==> src/rtl/mod_updown_counter.sv <==
// Up/down counter over 0..limit with run-time step, wrap or saturate mode,
// synchronous parallel load and registered one-cycle wrap/saturation pulses.
module mod_updown_counter #(
  parameter int                WIDTH     = 4,
  parameter logic [WIDTH-1:0]  RESET_VAL = '0
) (
  input  logic             clk,
  input  logic             rst,
  input  logic             load_n,
  input  logic             ce,
  input  logic             up_down,
  input  logic             sat_en,
  input  logic [WIDTH-1:0] step,
  input  logic [WIDTH-1:0] limit,
  input  logic [WIDTH-1:0] data_load,
  output logic [WIDTH-1:0] count_out,
  output logic             max_count,
  output logic             zero,
  output logic             wrap_pls,
  output logic             sat_pls
);

  // All range arithmetic is one bit wider so limit+1 and count+step never overflow.
  logic [WIDTH:0] lim_x;
  logic [WIDTH:0] mod_x;
  logic [WIDTH:0] step_x;
  logic [WIDTH:0] s_x;
  logic [WIDTH:0] cnt_x;
  logic [WIDTH:0] up_sum;
  logic [WIDTH:0] up_wrap;
  logic [WIDTH:0] dn_wrap;

  logic [WIDTH-1:0] count_d;
  logic             wrap_d;
  logic             sat_d;

  assign lim_x   = {1'b0, limit};
  assign mod_x   = lim_x + {{WIDTH{1'b0}}, 1'b1};
  assign step_x  = {1'b0, step};
  assign s_x     = (step_x > mod_x) ? mod_x : step_x;
  assign cnt_x   = {1'b0, count_out};
  assign up_sum  = cnt_x + s_x;
  assign up_wrap = up_sum - mod_x;
  assign dn_wrap = cnt_x + mod_x - s_x;

  always_comb begin
    count_d = count_out;
    wrap_d  = 1'b0;
    sat_d   = 1'b0;
    if (!load_n) begin
      count_d = (data_load > limit) ? limit : data_load;
    end else if (count_out > limit) begin
      // Limit was lowered under the current count: pull back into range.
      count_d = sat_en ? limit : '0;
    end else if (ce && (step != '0)) begin
      if (up_down) begin
        if (up_sum <= lim_x) begin
          count_d = WIDTH'(up_sum);
        end else if (sat_en) begin
          count_d = limit;
          sat_d   = 1'b1;
        end else begin
          count_d = WIDTH'(up_wrap);
          wrap_d  = 1'b1;
        end
      end else begin
        if (cnt_x >= s_x) begin
          count_d = WIDTH'(cnt_x - s_x);
        end else if (sat_en) begin
          count_d = '0;
          sat_d   = 1'b1;
        end else begin
          count_d = WIDTH'(dn_wrap);
          wrap_d  = 1'b1;
        end
      end
    end
  end

  always_ff @(posedge clk or posedge rst) begin
    if (rst) begin
      count_out <= RESET_VAL;
      wrap_pls  <= 1'b0;
      sat_pls   <= 1'b0;
    end else begin
      count_out <= count_d;
      wrap_pls  <= wrap_d;
      sat_pls   <= sat_d;
    end
  end

  assign max_count = (count_out == limit);
  assign zero      = (count_out == '0);

endmodule

==> config.mk <==
export PLATFORM = sky130hd
export DESIGN_NAME = mod_updown_counter
export DESIGN_NICKNAME = d
export VERILOG_FILES = /design/src/rtl/mod_updown_counter.sv
export SDC_FILE = /design/constraint.sdc
export NUM_CORES = 1
export LEC_CHECK = 0
export ABC_AREA = 1
export BUFFER_PORTS_ARGS = -buffer_cell sky130_fd_sc_hd__buf_4
export CORE_MARGIN = 4
export CORE_UTILIZATION = 52
export CTS_CLUSTER_DIAMETER = 150
export DETAILED_ROUTE_END_ITERATION = 7
export PLACE_DENSITY = 0.78
export SETUP_SLACK_MARGIN = 0.02
export SYNTH_ARGS = -nofsm -noshare
export SYNTH_HDL_FRONTEND = slang
export SYNTH_SLANG_ARGS = --single-unit
==> constraint.sdc <==
create_clock -name clk -period 2.4 [get_ports clk]
set_input_delay 0.48 -clock clk [delete_from_list [all_inputs] [get_ports clk]]
set_output_delay 0.48 -clock clk [all_outputs]
set_load 0.02 [all_outputs]
Yosys cells after proc, flatten, opt, wreduce, memory -nomap -nowiden
Cells that the tools add are included.
{"block": "op_classes", "add_sub_neg": 6, "magnitude_cmp": 5, "reduce_logical": 3, "n_eq_ne": 2, "n_mux": 25}
{"cell": "$mux W4", "n": 10}
{"cell": "$mux W1", "n": 14}
{"cell": "$sub A4 B4 Y4", "n": 3}
{"cell": "$gt A4 B4 Y1", "n": 2}
{"cell": "$add A4 B1 Y5 const B", "n": 1}
{"cell": "$add A4 B5 Y5", "n": 1}
{"cell": "$ge A4 B5 Y1", "n": 1}
{"cell": "$gt A4 B5 Y1", "n": 1}
{"cell": "$le A5 B4 Y1", "n": 1}
{"cell": "$mux W5", "n": 1}
{"cell": "$add A4 B4 Y4", "n": 1}
{"cell": "$eq A4 B4 Y1", "n": 1}
{"cell": "$logic_not A4 Y1", "n": 1}
{"cell": "$reduce_bool A4 Y1", "n": 1}
{"cell": "$ne A3 B1 Y1 const B", "n": 1}
{"cell": "$logic_and A1 B1 Y1", "n": 1}
{"block": "totals", "out_inout_bits": 8, "inputBits": 18, "reg_bits": 6, "wordCells": 44}

Logic depth before layout (Yosys ltp)
{"block": "depth", "depth_word": 11, "ltp_mapped": 29, "ltp_nobuf": 29}

Least setup slack after synthesis
Ideal clock, no wire load.
{"block": "synth_timing", "path_type": "input to register", "start": "input port limit[0]", "end": "register count_out[0]", "required_ns": 2.279, "setup_slack_ns": -1.556, "setup_time_ns": 0.121, "n_path_buf": 0, "stages": 28, "arrival_ns": 3.834, "cell_sequence": "ha_1 > inv_1 > ha_1 > inv_1 > nor2_1 > o21ai_0 > o221ai_1 > nand3_1 > o21ai_0 > ha_1 > inv_1 > fa_1 > inv_1 > nand2_1 > nand2_1 > inv_1 > ha_1 > nand2_1 > o21ai_0 > nand2_1 > nand2_1 > inv_1 > nand2_1 > nand2_1 > inv_1 > o21ai_2 > nand2_1 > a21oi_2"}
{"block": "synth_between", "elab_chain_len": 11, "elab_cells_between_ends": 23, "cone_classes": "add/sub: 6; order compare: 5; eq/ne: 1; mux: 11"}
{"item": "start, declared", "line": "14", "text": "input logic [WIDTH-1:0] limit,"}
{"item": "$add A4 B1 Y5", "line": "38", "text": "assign mod_x = lim_x + {{WIDTH{1'b0}}, 1'b1};"}
{"item": "$gt A4 B5 Y1", "line": "40", "text": "assign s_x = (step_x > mod_x) ? mod_x : step_x;"}
{"item": "$mux W5", "line": "40"}
{"item": "$add A4 B5 Y5", "line": "42", "text": "assign up_sum = cnt_x + s_x;"}
{"item": "$sub A4 B4 Y4", "line": "43", "text": "assign up_wrap = up_sum - mod_x;"}
{"item": "$mux W4", "line": "59", "text": "end else if (sat_en) begin"}
{"item": "$mux W4", "line": "57", "text": "if (up_sum <= lim_x) begin"}
{"item": "$mux W4", "line": "56", "text": "if (up_down) begin"}
{"item": "$mux W4", "line": "55", "text": "end else if (ce && (step != '0)) begin"}
{"item": "$mux W4", "line": "52", "text": "end else if (count_out > limit) begin"}
{"item": "$mux W4", "line": "50", "text": "if (!load_n) begin"}
{"item": "end signal, assigned", "line": "86", "text": "count_out <= count_d;"}
{"item": "end, declared", "line": "16", "text": "output logic [WIDTH-1:0] count_out,"}
Parallel ways exist; a longest one is shown, timed or not. The select of a mux whose other input is x is not followed.
A chain may end at the register's enable or synchronous reset.

Final worst setup path
Same ends and word-level chain as after synthesis.

==> impl_metrics.json <==
{
  "status": "finished, violations left",
  "violations": "negative setup slack",
  "synth.area.top_cells": "ha_1 22%, nand2_1 14%, inv_1 12%, dfrtp_1 8.7%, fa_1 7.0%",
  "grt_overflow": 0,
  "end_kind": "register",
  "synth_top_area_share_pct": 21.8,
  "multi_input_area_um2": 1510,
  "die_h_um": 65.5,
  "crit-reg2reg-capture": "count_out[0]",
  "wl_per_cell_um": 14.8,
  "cts_tree": "built",
  "h-tree-depth": 1,
  "clock_skew_ps": 0.124,
  "syn2layout_area_growth_pct": 46.7,
  "worst_slack_ps": -1220,
  "slowest_stage": "ha_4",
  "yosys_warnings": 0,
  "vias": 2148,
  "synthMuxAreaShare_pct": 0,
  "worstHoldPathType": "in2async",
  "antenna_cells": 0,
  "setup_viol": 6,
  "irDropWorstVdd_v": 0.000465,
  "grt_pass1_wl_um": 9170,
  "synth_compound_area_share_pct": 16.7,
  "min_period_ps": 3620,
  "cts_buffers": 3,
  "reg2reg_slack_ps": -210,
  "drv_cap": 0,
  "tightestPinTransition_ps": 400,
  "grt_start_max_net_pins": 10,
  "cts_sinks": 6,
  "slowest_delay_ps": 270,
  "first_pass_iters": 5,
  "hold_viol_final": 0,
  "clk_pin_slew_ps": 50,
  "clk_latency_ps": 250,
  "placed_area_um2": 2330,
  "drtIter0Drc": 186,
  "coreArea_um2": 3100,
  "ctsHoldBuffers": 0,
  "cts_buffer_depth": 2,
  "rows": 20,
  "syn_avg_cell_area_um2": 6.35,
  "die-area_um2": 4290,
  "gp_congestion": 0.951,
  "track_usage_pct": 27.4,
  "viasPerCell": 5.52,
  "cp.required_ps": 2580,
  "synthCells": 271,
  "whs_ps": 142,
  "rsz0062_at_grt": "yes",
  "drcViolationCount": 0,
  "powerDensity_nw_per_um2": 1290,
  "crit_path_start": "limit[0]",
  "synth_xor_area_share_pct": 1.53,
  "drive_above_1_share_pct": 36.5,
  "rr_startpoint": "count_out[0]",
  "stdcell_area_um2": 2520,
  "dp.final_hpwl_um": 4370,
  "leakage_nw": 1.40,
  "max_slew_margin_pct": 73.1,
  "synth_sequential_area_ratio_pct": 8.73,
  "fmax_mhz": 276,
  "timing.final.crit_share_pct": 151,
  "ys_types": 33,
  "synth_top_family_by_area": "simple AND/OR/NAND/NOR gates",
  "drt-total-wl_um": 5740,
  "critPathCapture": "count_out[0]",
  "cts_root_buf": "clkbuf_4",
  "initial_utilization_pct": 55.4,
  "synth-seq-cells": 6,
  "die_w_um": 65.5,
  "io_pins": 26,
  "timing.critical_path.from_type": "primary input",
  "synth.largest_area_cell": "ha_1",
  "regArea_um2": 150,
  "syn-num-nets": 325,
  "place_ws_ps": -1570,
  "ant_nets": 0,
  "critical_path.max_fanout": 7,
  "slew_violations": 0,
  "worstPathArrival_ps": 3800,
  "synthSimpleGateAreaFrac_pct": 30.5,
  "nets": 401,
  "grt_pass1_vias": 2038,
  "io_buffer_count": 25,
  "fillers": 235,
  "critPathKind": "in2reg",
  "reg2regPathDepth": 19,
  "synth_area_um2": 1720,
  "cpMostUsedCell": "nand2_2",
  "synth_adder_area_share_pct": 28.8,
  "antenna_found_initial": 0
}
cell usage in the layout (no fill, tap or decap), types with 2 or more instances in the layout:
cell | synthesis | final
buf_4 | 0 | 71
nand2_1 | 64 | 55
inv_1 | 56 | 48
ha_1 | 30 | 22
nand3_1 | 22 | 20
a21oi_1 | 19 | 15
nor2_1 | 17 | 15
nand2_2 | 3 | 11
o21ai_0 | 14 | 9
inv_2 | 2 | 8
ha_4 | 0 | 7
nand4_1 | 6 | 6
dfrtp_1 | 6 | 6
a21oi_2 | 2 | 5
fa_1 | 6 | 4
o21ai_2 | 1 | 3
o21ai_1 | 0 | 3
o31ai_1 | 3 | 3
clkbuf_4 | 0 | 3
buf_6 | 1 | 3
a21oi_4 | 1 | 2
inv_4 | 0 | 2
nand3_2 | 0 | 2
o21a_1 | 2 | 2
nor2_2 | 0 | 2
xnor2_1 | 2 | 2
fa_2 | 0 | 2
worst min path at each step:
stage	end	slack, ps	depth (start not counted)
finish	sat_pls	140	2
global placement	count_out[1]	410	2
detailed placement	sat_pls	410	2
floorplan	count_out[0]	270	1
CTS	count_out[2]	140	2
global route	count_out[3]	160	2
metrics by stage:
stage / setup TNS (ps) / total power, mW / util [%] / cells
after floorplan: -6380 / 1.79 / - / 271
after detailed placement: -8980 / 2.66 / 75.2 / 380
after CTS: -6410 / 2.96 / 79.2 / 387
after global routing: -7990 / 3.52 / 81.3 / 389
after global placement: -8430 / 2.58 / 75.2 / 380
final: -6830 / 3.25 / 81.3 / 389
synthesized netlist by cell type:
cell and n:
o41ai_1 1, a21oi_2 2, nand3_4 1, or2_1 1, o221ai_1 1, nand4_1 6
o21bai_1 1, a21oi_4 1, nand2_1 64, clkbuf_1 1, nor4_1 1, a21oi_1 19
dfrtp_1 6, buf_6 1, o21ai_0 14, inv_1 56, o21a_1 2, ha_1 30
nand2_2 3, inv_2 2, buf_2 1, a21o_1 1, nor2_4 1, xnor2_1 2
a32oi_1 1, nor3_1 1, xor2_1 1, o31ai_1 3, o21ai_2 1, fa_1 6
nor2_1 17, nand3_1 22, nand3b_1 1
worst max-delay path, delay by kind of cell:
family | cells | cell delay, ps
and+or+nand+nor | 12 | 1080
adders and majority gates | 4 | 940
AOI/OAI and AO/OA | 7 | 750
buffers and inverters | 7 | 520
cell type report:
| type | count | share of cell area, % |
|---|---|---|
| inverters | 58 | 8.83 |
| clock buffers | 3 | 0.892 |
| flip-flops and latches | 6 | 5.95 |
| well taps | 44 | 2.18 |
| multi-input cells | 204 | 59.7 |
| repair buffers | 74 | 22.5 |
repair_timing:
| item | in CTS | in global routing |
|---|---|---|
| pin swaps | 16 | 5 |
| setup endpoints to repair | 6 | 6 |
| buffers inserted | 4 | 2 |
| gates resized for setup | 16 | 15 |
power by group:
group	total, mW	internal, mW	switching, mW
combinational	2.96	1.32	1.64
sequential	0.198	0.141	0.0564
clock	0.0975	0.0568	0.0407
sequential cells by signal, summed over array words and instances, names as in the netlist:
name,flops
count_out,4
sat_pls,1
wrap_pls,1
layer usage:
| metal | global-route usage (%) | part of all wire [%] | vias up |
|---|---|---|---|
| li1 | - | - | 1028 |
| met1 | 33.1 | 39 | 991 |
| met2 | 52.1 | 52 | 106 |
| met3 | 2.05 | 6.1 | 23 |
| met4 | 5.96 | 2.8 | 0 |
| met5 | 0 | 0 | - |
cell families (layout without fill, tap and decap cells):
family | after synthesis | count (layout)
AND/OR/NAND/NOR | 118 | 118
buffers and inverters | 61 | 135
AO/OA/AOI/OAI | 47 | 47
adder cells (fa/ha/maj) | 36 | 36
flip-flops | 6 | 6
XOR/XNOR | 3 | 3
Power figures use the tool's default switching activity.
